## src/rtl/dmem_arbiter_if.sv

```systemverilog
// Bus bundle between the two requesters, the arbiter and the 256x8 data memory.
//   slave  : arbiter side (takes requests and mem_rdata; drives ready/rvalid/rdata and mem strobes)
//   master : everything around the arbiter (requesters plus memory)
interface dmem_arbiter_if #(
   parameter int unsigned ADDR_W = 8,
   parameter int unsigned DATA_W = 8
);
   // port 0: core load/store path
   logic              req0_valid;
   logic              req0_we;
   logic [ADDR_W-1:0] req0_addr;
   logic [DATA_W-1:0] req0_wdata;
   logic              req0_ready;
   logic              req0_rvalid;
   logic [DATA_W-1:0] req0_rdata;
   // port 1: loader/debug path
   logic              req1_valid;
   logic              req1_we;
   logic [ADDR_W-1:0] req1_addr;
   logic [DATA_W-1:0] req1_wdata;
   logic              req1_ready;
   logic              req1_rvalid;
   logic [DATA_W-1:0] req1_rdata;
   // memory side
   logic              mem_read;
   logic              mem_write;
   logic [ADDR_W-1:0] mem_addr;
   logic [DATA_W-1:0] mem_wdata;
   logic [DATA_W-1:0] mem_rdata;

   modport slave (
      input  req0_valid, req0_we, req0_addr, req0_wdata,
      output req0_ready, req0_rvalid, req0_rdata,
      input  req1_valid, req1_we, req1_addr, req1_wdata,
      output req1_ready, req1_rvalid, req1_rdata,
      output mem_read, mem_write, mem_addr, mem_wdata,
      input  mem_rdata
   );

   modport master (
      output req0_valid, req0_we, req0_addr, req0_wdata,
      input  req0_ready, req0_rvalid, req0_rdata,
      output req1_valid, req1_we, req1_addr, req1_wdata,
      input  req1_ready, req1_rvalid, req1_rdata,
      input  mem_read, mem_write, mem_addr, mem_wdata,
      output mem_rdata
   );
endinterface

```

## src/rtl/dmem_arbiter.sv

```systemverilog
// Round-robin arbiter/sequencer for two requesters sharing a 256x8 synchronous
// data memory. One access in flight at a time: accept in IDLE, one-cycle strobe
// in ISSUE, and for reads a RDWAIT cycle where the registered memory output is
// captured and returned to the owning port with a one-cycle rvalid pulse.
// Ports:
//   clk    rising-edge clock
//   rst_n  asynchronous active-low reset
//   bus    dmem_arbiter_if.slave: req0_*/req1_* handshakes, mem_* memory port
module dmem_arbiter #(
   parameter int unsigned ADDR_W = 8,
   parameter int unsigned DATA_W = 8
) (
   input  logic          clk,
   input  logic          rst_n,
   dmem_arbiter_if.slave bus
);

   typedef enum logic [1:0] {
      IDLE   = 2'd0,
      ISSUE  = 2'd1,
      RDWAIT = 2'd2
   } state_t;

   state_t            state;
   logic              last_grant;
   logic              owner;
   logic              op_we;

   logic              win_valid_c;
   logic              win_port_c;
   logic              win_we_c;
   logic [ADDR_W-1:0] win_addr_c;
   logic [DATA_W-1:0] win_wdata_c;

   // Winner selection: only in IDLE; on contention the port that did not go last wins.
   always_comb begin
      win_valid_c = 1'b0;
      win_port_c  = 1'b0;
      if (state == IDLE) begin
         if (bus.req0_valid && bus.req1_valid) begin
            win_valid_c = 1'b1;
            win_port_c  = ~last_grant;
         end else if (bus.req0_valid) begin
            win_valid_c = 1'b1;
            win_port_c  = 1'b0;
         end else if (bus.req1_valid) begin
            win_valid_c = 1'b1;
            win_port_c  = 1'b1;
         end
      end
   end

   // Payload of the winning port.
   always_comb begin
      win_we_c    = bus.req0_we;
      win_addr_c  = bus.req0_addr;
      win_wdata_c = bus.req0_wdata;
      if (win_port_c) begin
         win_we_c    = bus.req1_we;
         win_addr_c  = bus.req1_addr;
         win_wdata_c = bus.req1_wdata;
      end
   end

   // Ready is combinational and only the winner sees it, so valid&ready == win_valid_c.
   assign bus.req0_ready = win_valid_c & ~win_port_c;
   assign bus.req1_ready = win_valid_c &  win_port_c;

   // Sequencer FSM with registered strobes and read-return path.
   always_ff @(posedge clk or negedge rst_n) begin
      if (!rst_n) begin
         state           <= IDLE;
         last_grant      <= 1'b1;
         owner           <= 1'b0;
         op_we           <= 1'b0;
         bus.mem_read    <= 1'b0;
         bus.mem_write   <= 1'b0;
         bus.mem_addr    <= '0;
         bus.mem_wdata   <= '0;
         bus.req0_rvalid <= 1'b0;
         bus.req0_rdata  <= '0;
         bus.req1_rvalid <= 1'b0;
         bus.req1_rdata  <= '0;
      end else begin
         // strobes and rvalid are single-cycle pulses
         bus.mem_read    <= 1'b0;
         bus.mem_write   <= 1'b0;
         bus.req0_rvalid <= 1'b0;
         bus.req1_rvalid <= 1'b0;
         case (state)
            IDLE: begin
               if (win_valid_c) begin
                  bus.mem_addr  <= win_addr_c;
                  bus.mem_wdata <= win_wdata_c;
                  op_we         <= win_we_c;
                  owner         <= win_port_c;
                  last_grant    <= win_port_c;
                  bus.mem_write <= win_we_c;
                  bus.mem_read  <= ~win_we_c;
                  state         <= ISSUE;
               end
            end
            ISSUE: begin
               state <= op_we ? IDLE : RDWAIT;
            end
            RDWAIT: begin
               // memory output is valid this cycle; hand it to the owner only
               if (owner) begin
                  bus.req1_rdata  <= bus.mem_rdata;
                  bus.req1_rvalid <= 1'b1;
               end else begin
                  bus.req0_rdata  <= bus.mem_rdata;
                  bus.req0_rvalid <= 1'b1;
               end
               state <= IDLE;
            end
            default: begin
               state <= IDLE;
            end
         endcase
      end
   end

endmodule

```

## src/flat_wrapper.sv

```systemverilog
// flat-port wrapper written by rule: the top's interface ports become plain ports
module dmem_arbiter_flat 
#(
   parameter int unsigned ADDR_W = 8,
   parameter int unsigned DATA_W = 8
)
  (clk, rst_n, bus_req0_valid, bus_req0_we, bus_req0_addr, bus_req0_wdata, bus_req0_ready, bus_req0_rvalid, bus_req0_rdata, bus_req1_valid, bus_req1_we, bus_req1_addr, bus_req1_wdata, bus_req1_ready, bus_req1_rvalid, bus_req1_rdata, bus_mem_read, bus_mem_write, bus_mem_addr, bus_mem_wdata, bus_mem_rdata);
  dmem_arbiter_if #(.ADDR_W(ADDR_W), .DATA_W(DATA_W)) bus_i ();
  input  logic clk;
  input  logic rst_n;
  input wire logic [$bits(bus_i.req0_valid)-1:0] bus_req0_valid;
  input wire logic [$bits(bus_i.req0_we)-1:0] bus_req0_we;
  input wire logic [$bits(bus_i.req0_addr)-1:0] bus_req0_addr;
  input wire logic [$bits(bus_i.req0_wdata)-1:0] bus_req0_wdata;
  output wire logic [$bits(bus_i.req0_ready)-1:0] bus_req0_ready;
  output wire logic [$bits(bus_i.req0_rvalid)-1:0] bus_req0_rvalid;
  output wire logic [$bits(bus_i.req0_rdata)-1:0] bus_req0_rdata;
  input wire logic [$bits(bus_i.req1_valid)-1:0] bus_req1_valid;
  input wire logic [$bits(bus_i.req1_we)-1:0] bus_req1_we;
  input wire logic [$bits(bus_i.req1_addr)-1:0] bus_req1_addr;
  input wire logic [$bits(bus_i.req1_wdata)-1:0] bus_req1_wdata;
  output wire logic [$bits(bus_i.req1_ready)-1:0] bus_req1_ready;
  output wire logic [$bits(bus_i.req1_rvalid)-1:0] bus_req1_rvalid;
  output wire logic [$bits(bus_i.req1_rdata)-1:0] bus_req1_rdata;
  output wire logic [$bits(bus_i.mem_read)-1:0] bus_mem_read;
  output wire logic [$bits(bus_i.mem_write)-1:0] bus_mem_write;
  output wire logic [$bits(bus_i.mem_addr)-1:0] bus_mem_addr;
  output wire logic [$bits(bus_i.mem_wdata)-1:0] bus_mem_wdata;
  input wire logic [$bits(bus_i.mem_rdata)-1:0] bus_mem_rdata;
  assign bus_i.req0_valid = bus_req0_valid;
  assign bus_i.req0_we = bus_req0_we;
  assign bus_i.req0_addr = bus_req0_addr;
  assign bus_i.req0_wdata = bus_req0_wdata;
  assign bus_req0_ready = bus_i.req0_ready;
  assign bus_req0_rvalid = bus_i.req0_rvalid;
  assign bus_req0_rdata = bus_i.req0_rdata;
  assign bus_i.req1_valid = bus_req1_valid;
  assign bus_i.req1_we = bus_req1_we;
  assign bus_i.req1_addr = bus_req1_addr;
  assign bus_i.req1_wdata = bus_req1_wdata;
  assign bus_req1_ready = bus_i.req1_ready;
  assign bus_req1_rvalid = bus_i.req1_rvalid;
  assign bus_req1_rdata = bus_i.req1_rdata;
  assign bus_mem_read = bus_i.mem_read;
  assign bus_mem_write = bus_i.mem_write;
  assign bus_mem_addr = bus_i.mem_addr;
  assign bus_mem_wdata = bus_i.mem_wdata;
  assign bus_i.mem_rdata = bus_mem_rdata;
  dmem_arbiter #(.ADDR_W(ADDR_W), .DATA_W(DATA_W)) u_core (.clk(clk), .rst_n(rst_n), .bus(bus_i));
endmodule
```

## config.mk

```make
export PLATFORM = sky130hd
export DESIGN_NAME = dmem_arbiter_flat
export DESIGN_NICKNAME = d
export VERILOG_FILES = /design/src/rtl/dmem_arbiter_if.sv /design/src/rtl/dmem_arbiter.sv /design/src/flat_wrapper.sv
export SDC_FILE = /design/constraint.sdc
export NUM_CORES = 1
export LEC_CHECK = 0
export BUFFER_PORTS_ARGS = -buffer_cell sky130_fd_sc_hd__buf_2
export CORE_UTILIZATION = 45
export DETAILED_ROUTE_END_ITERATION = 8
export GPL_TIMING_DRIVEN = 0
export HOLD_SLACK_MARGIN = 0.12
export PLACE_DENSITY = 0.77
export SLEW_MARGIN = 15
export SYNTH_ARGS = -nofsm -noshare
export SYNTH_HDL_FRONTEND = slang
export SYNTH_SLANG_ARGS = --single-unit
```

## constraint.sdc

```tcl
create_clock -name clk -period 2.8 [get_ports clk]
set_input_delay 0.56 -clock clk [delete_from_list [all_inputs] [get_ports clk]]
set_output_delay 0.56 -clock clk [all_outputs]
set_load 0.01 [all_outputs]
```

-- Yosys cells after proc, flatten, opt, wreduce, memory -nomap -nowiden
Cells that the tools add are included.
- output and inout port bits: 38
- flip-flop bits (word level): 41
- logic and storage cells: 47
- bitwise gates (word level): 6
- reduce and logical (&&, ||, !) cells: 5
- eq/ne operators: 3
- mux-type cells: 21
- operator list (kind ; count):
    1-bit 2-to-1 mux ; 16
    8-bit 2-to-1 mux ; 2
    2-bit AND reduction ; 3
    2-bit 2-to-1 mux ; 2
    1-bit NOT ; 4
    2-bit case mux with 2 select lines ; 1
    1-bit bitwise AND ; 2
    2-bit by 1-bit == test with 1-bit output (second input constant) ; 1
    2-bit == test (second input constant) ; 1
    2-bit zero test ; 1
    2-bit by 1-bit inequality test with 1-bit output (second input constant) ; 1
    1-bit logical AND ; 1

-- Depth between registers and ports, before layout
- depth in word-level cells: 8
- depth in mapped cells: 5

-- Least setup slack after synthesis
Ideal clock, no wire load.
- path kind: input-to-output
- from: in bus_req0_valid
- to: out bus_req0_ready
- path buffers: 2
- data arrival time: 1.340 ns
- stages: 5
- path slack: 0.900 ns
- cell sequence: buf_2 > nand2_1 > and3_1 > buf_2 > nor2_1
- word-level cells in the longest chain between the ends: 5
- elaborated cells on any way between the ends: 9
- classes of those cells: 6 x mux; 2 x bitwise; 1 x reduce/logical
- RTL lines (what ; line ; source):
    start, declared ; flat_wrapper.sv:11 ; input wire logic [$bits(bus_i.req0_valid)-1:0] bus_req0_valid;
    1-bit 2-to-1 mux or 1-bit logical AND (tied branches) ; dmem_arbiter.sv:43, dmem_arbiter.sv:40 ;
    1-bit 2-to-1 mux ; dmem_arbiter.sv:40 ; if (bus.req0_valid && bus.req1_valid) begin
    1-bit 2-to-1 mux ; dmem_arbiter.sv:39 ; if (state == IDLE) begin
    1-bit NOT ; dmem_arbiter.sv:66 ; assign bus.req0_ready = win_valid_c & ~win_port_c;
    1-bit bitwise AND * ; dmem_arbiter.sv:66 ;
    end, declared ; flat_wrapper.sv:15 ; output wire logic [$bits(bus_i.req0_ready)-1:0] bus_req0_ready;
Every way passes the cells marked *; elsewhere a longest branch is shown, timed or not.

-- Worst setup path after layout
- from: reg u_core.last_grant
- to: out bus_req0_ready
- word-level cells in the longest chain between the ends: 5
- RTL lines (what ; line ; source):
    start, declared ; dmem_arbiter.sv:25 ; logic last_grant;
    start signal, assigned ; dmem_arbiter.sv:97 ; last_grant <= win_port_c;
    1-bit NOT ; dmem_arbiter.sv:42 ; win_port_c = ~last_grant;
    1-bit 2-to-1 mux ; dmem_arbiter.sv:40 ;
    1-bit 2-to-1 mux ; dmem_arbiter.sv:39 ;
    1-bit NOT ; dmem_arbiter.sv:66 ;
    1-bit bitwise AND ; dmem_arbiter.sv:66 ;
Every way passes these cells.

==> results summary <==
The net count after synthesis came out at 186. The number of antenna violations at the first check in global routing is 0. The number of nets in the final layout is 275. The routed length per instance came out at 15.1 µm. The final count of pins violating max slew was 0. The global placer's final weighted congestion came out at 0.743.

The first global-routing pass estimated 6940 µm of wire. The register-to-register setup slack came out at 1.17 ns. The distinct cell type count after synthesis is 25. The largest stage delay on the critical path came out at 0.52 ns. The terminus of the critical flop-to-flop path is u_core.bus.mem_wdata[7]. The number of buffers and inverters on the critical path is 3.

Following the worst setup path forward leads to its endpoint at bus_req0_ready. The share of the core filled with cells in the final layout is 64.3%. The number of global-route vias before repair came out at 1517. The cell area that synthesis handed to floorplanning was 0.00186 mm².

The remaining antenna violation count after routing came out at 0. The cell type with the highest occurrence count on the critical path is sky130_fd_sc_hd__buf_2. The sort of element at the end of the critical path is an output pin.

The iteration-0 DRC count of the detailed router is 47. The via density per instance came out at 5.48. Setup repair after global routing left no endpoint under its margin. The global routing usage on met2 came out at 34.9%. The flip-flop and latch count after synthesis came out at 41.

The CTS clock-pin slew for the worst setup and hold paths came out at 0.08 ns. The layout-stage area growth over the synthesis result came out at 31.6%. The worst-path cell with the longest stage delay is sky130_fd_sc_hd__dfstp_2. The worst register-to-register path begins at u_core.last_grant.

The aggregate routed wire length came out at 4210 µm. Of all flip-flops after synthesis, the portion carrying an async set or reset was 100%. The static leakage came out at 0.00132 µW. TritonCTS built the clock tree. The most used flip-flop cell after synthesis is sky130_fd_sc_hd__dfrtp_1. The overall fraction of global-route tracks in use is 21.4%. The number of hold buffers added after cts came out at 0.

The worst setup path is launched from a flip-flop. The critical path class is reg2out. The clock period minus final worst setup slack is 2.30 ns. The number of setup violations in the final report is 0. Power spread over the standard cell area amounts to 1130 mW/mm².

The highest clock frequency the design can meet is 0.435 GHz. Along the worst path, the maximum fanout reaches 10. The fill cell instance count of the final layout came out at 302. The number of vias after detailed routing is 1523. The relative slew slack came out at 40.7%.

In the final layout, the multi-input gates occupy 736 µm². In this run, CTS created clock tree buffers numbering 5. The cell family contributing the most delay on the critical path is buffers and inverters. The number of cells on the worst reg-to-reg path is 5.

The die is 66.2 µm wide. Input and output buffers added on the ports amount to 82. The core region is 0.00380 mm². The worst path uses 82.1% of the clock period. The count of mapped cells out of synthesis is 140. The number of remaining DRC errors came out at 0.

The kind of path behind the tightest hold check is in2async. The cell row count is 22. For this run, the detailed router's first-pass iteration total came to 4. The count of yosys warnings during synthesis is 0. In this run the clock root is driven by a sky130_fd_sc_hd__clkbuf_8. The flow ran to the end, and the final reports show no timing, DRC or antenna violations. The number of sinks on the clock net is 41. The sequential cells in the finished layout cover a total of 0.00103 mm². On the final layout, the worst clock skew is 0.00414 ns. The busiest layer in global routing is met2. The final total negative setup slack is 0 ns.

Data arrives at the worst endpoint at 1.74 ns. Counting buffers and inverters, the worst setup path is 6 cells deep. The starting utilization of the core area came out at 48.9%. The placed wire-length estimate came out at 3030 µm. The die area is 0.00439 mm².

The number of flops mapped to enable cells by yosys came out at 0. The number of gates resized after CTS was 0. The most critical setup path has its startpoint at u_core.last_grant. The y dimension of the die is 66.2 µm.

In the final layout, the share of cells above drive strength 1 is 52.2%. The met3 track demand over resource came out at 5.86%. In this run the count of I/O pins placed on the die edge is 84.

Max-cap violations in this run came to 0. The maximum ir drop on the vdd rail came out at 0.000647 V. Entering global routing, the biggest net connects 42 pins. The sequential-to-total area share from yosys stat is 55.3%. The number of post-CTS setup repair buffers is 0. The required time of the critical path is 2.24 ns.

The actual transition at the worst max-transition pin is 0.889 ns. In the global route stage, met1 resource usage came out at 27.2%. In this run the deepest clock path goes through 2 buffers. Traced cell by cell, the critical path runs through buf_2, nand2_1, and3_1, buf_2, nor2_1, buf_2. The number of levels in the clock H-tree is 2. The antenna diode count came out at 0. The number of failing hold endpoints at the final stage came to 0. The remaining global-route overflow came out at 0. The later pin in the worst-skew pair is clocked with a latency of 0.29 ns. The mean instance size in the synthesized netlist came out at 13.3 µm².
-- registers in the layout, summed over array words and instances (netlist names), 2 cells and up --
name,cells
u_core.bus.req1_rdata,8
u_core.bus.mem_wdata,8
u_core.bus.req0_rdata,8
u_core.state,2
u_core.bus.mem_addr,8
-- synth_stat cells (2+ instances only) --
cell type	instances	area share (%)
sky130_fd_sc_hd__nor2_1	2	0.40
sky130_fd_sc_hd__o21a_1	16	6.5
sky130_fd_sc_hd__nor3b_1	2	0.81
sky130_fd_sc_hd__a21o_1	2	0.81
sky130_fd_sc_hd__o2111a_1	16	9.7
sky130_fd_sc_hd__buf_2	9	2.4
sky130_fd_sc_hd__and3_1	2	0.67
sky130_fd_sc_hd__inv_1	4	0.81
sky130_fd_sc_hd__clkbuf_1	2	0.40
sky130_fd_sc_hd__dfrtp_1	40	54
sky130_fd_sc_hd__a211o_1	16	7.5
sky130_fd_sc_hd__mux2_2	16	9.7
-- layout make-up --
class / count / area share [%]
buffer: 13 / 3.23
clock buffer: 7 / 3.53
clock inverter: 1 / 1.23
inverter: 4 / 0.614
multi-input combinational: 82 / 30.1
sequential: 41 / 42.0
tap: 48 / 2.46
timing repair buffer: 82 / 16.8
-- per-stage QoR --
| stage | hold slack [ns] | cell area, µm² | setup slack (ns) | instances | total power [µW] |
|---|---|---|---|---|---|
| detailed placement | 0.436 | 2330 | 0.768 | 270 | 2290 |
| global placement | 0.426 | 2330 | 0.777 | 270 | 2250 |
| floorplan | 0.264 | 1860 | 0.900 | 140 | 1840 |
| CTS | 0.424 | 2440 | 0.483 | 278 | 2780 |
| finish | 0.390 | 2440 | 0.501 | 278 | 2750 |
| global route | 0.468 | 2440 | 0.325 | 278 | 2960 |
-- power breakdown --
part | switching (µW) | leakage (µW) | total (µW) | internal (µW)
Sequential | 139 | 0.000500 | 1020 | 881
Combinational | 613 | 0.000759 | 1250 | 632
Clock | 195 | 0.0000585 | 486 | 291
Total | 948 | 0.00132 | 2750 | 1800
-- metal layers --
metal,routed length (µm),share of wire (%),vias to the layer above
met5,0,0,-
met4,43,1.0,0
met3,266,6.3,5
met2,1970,47,54
met1,1930,46,749
li1,-,-,715
-- cells by family after synthesis --
kind of cell	after synthesis	synth area share [%]
AOI/OAI and AO/OA	55	26.4
DFF	41	55.3
and+or+nand+nor	11	3.50
buffers and inverters	17	5.05
muxes	16	9.70
-- worst min path at each step --
stage,start,to,cells after the start
final,rst_n,u_core.bus.mem_addr[7],1
after global routing,rst_n,u_core.bus.mem_addr[7],1
after CTS,rst_n,u_core.bus.mem_wdata[7],1
after detailed placement,u_core.op_we,u_core.state[1],1
after global placement,u_core.op_we,u_core.state[1],1
after floorplan,rst_n,u_core.bus.mem_addr[0],0
-- placed cells by master (no fill, tap or decap), drive strengths merged --
cell type  instances
a211o             16
a21o               2
a21oi              1
a31o               1
a31oi              1
and3               2
buf               93
bufinv             1
clkbuf             9
dfrtp             40
dfstp              1
inv                4
mux2              16
nand2              1
nand3b             1
nand4              1
nor2               3
nor3b              2
o2111a            16
o21a              16
o21ai              1
o21ba              1
or2                1
-- worst register-to-register path, delay by kind of cell (launching register included) --
family	cells	cell delay, ns
flops	1	0.52
simple gates	2	0.29
buf+inv	2	0.38
compound gates	1	0.32
Power figures use the tool's default switching activity.
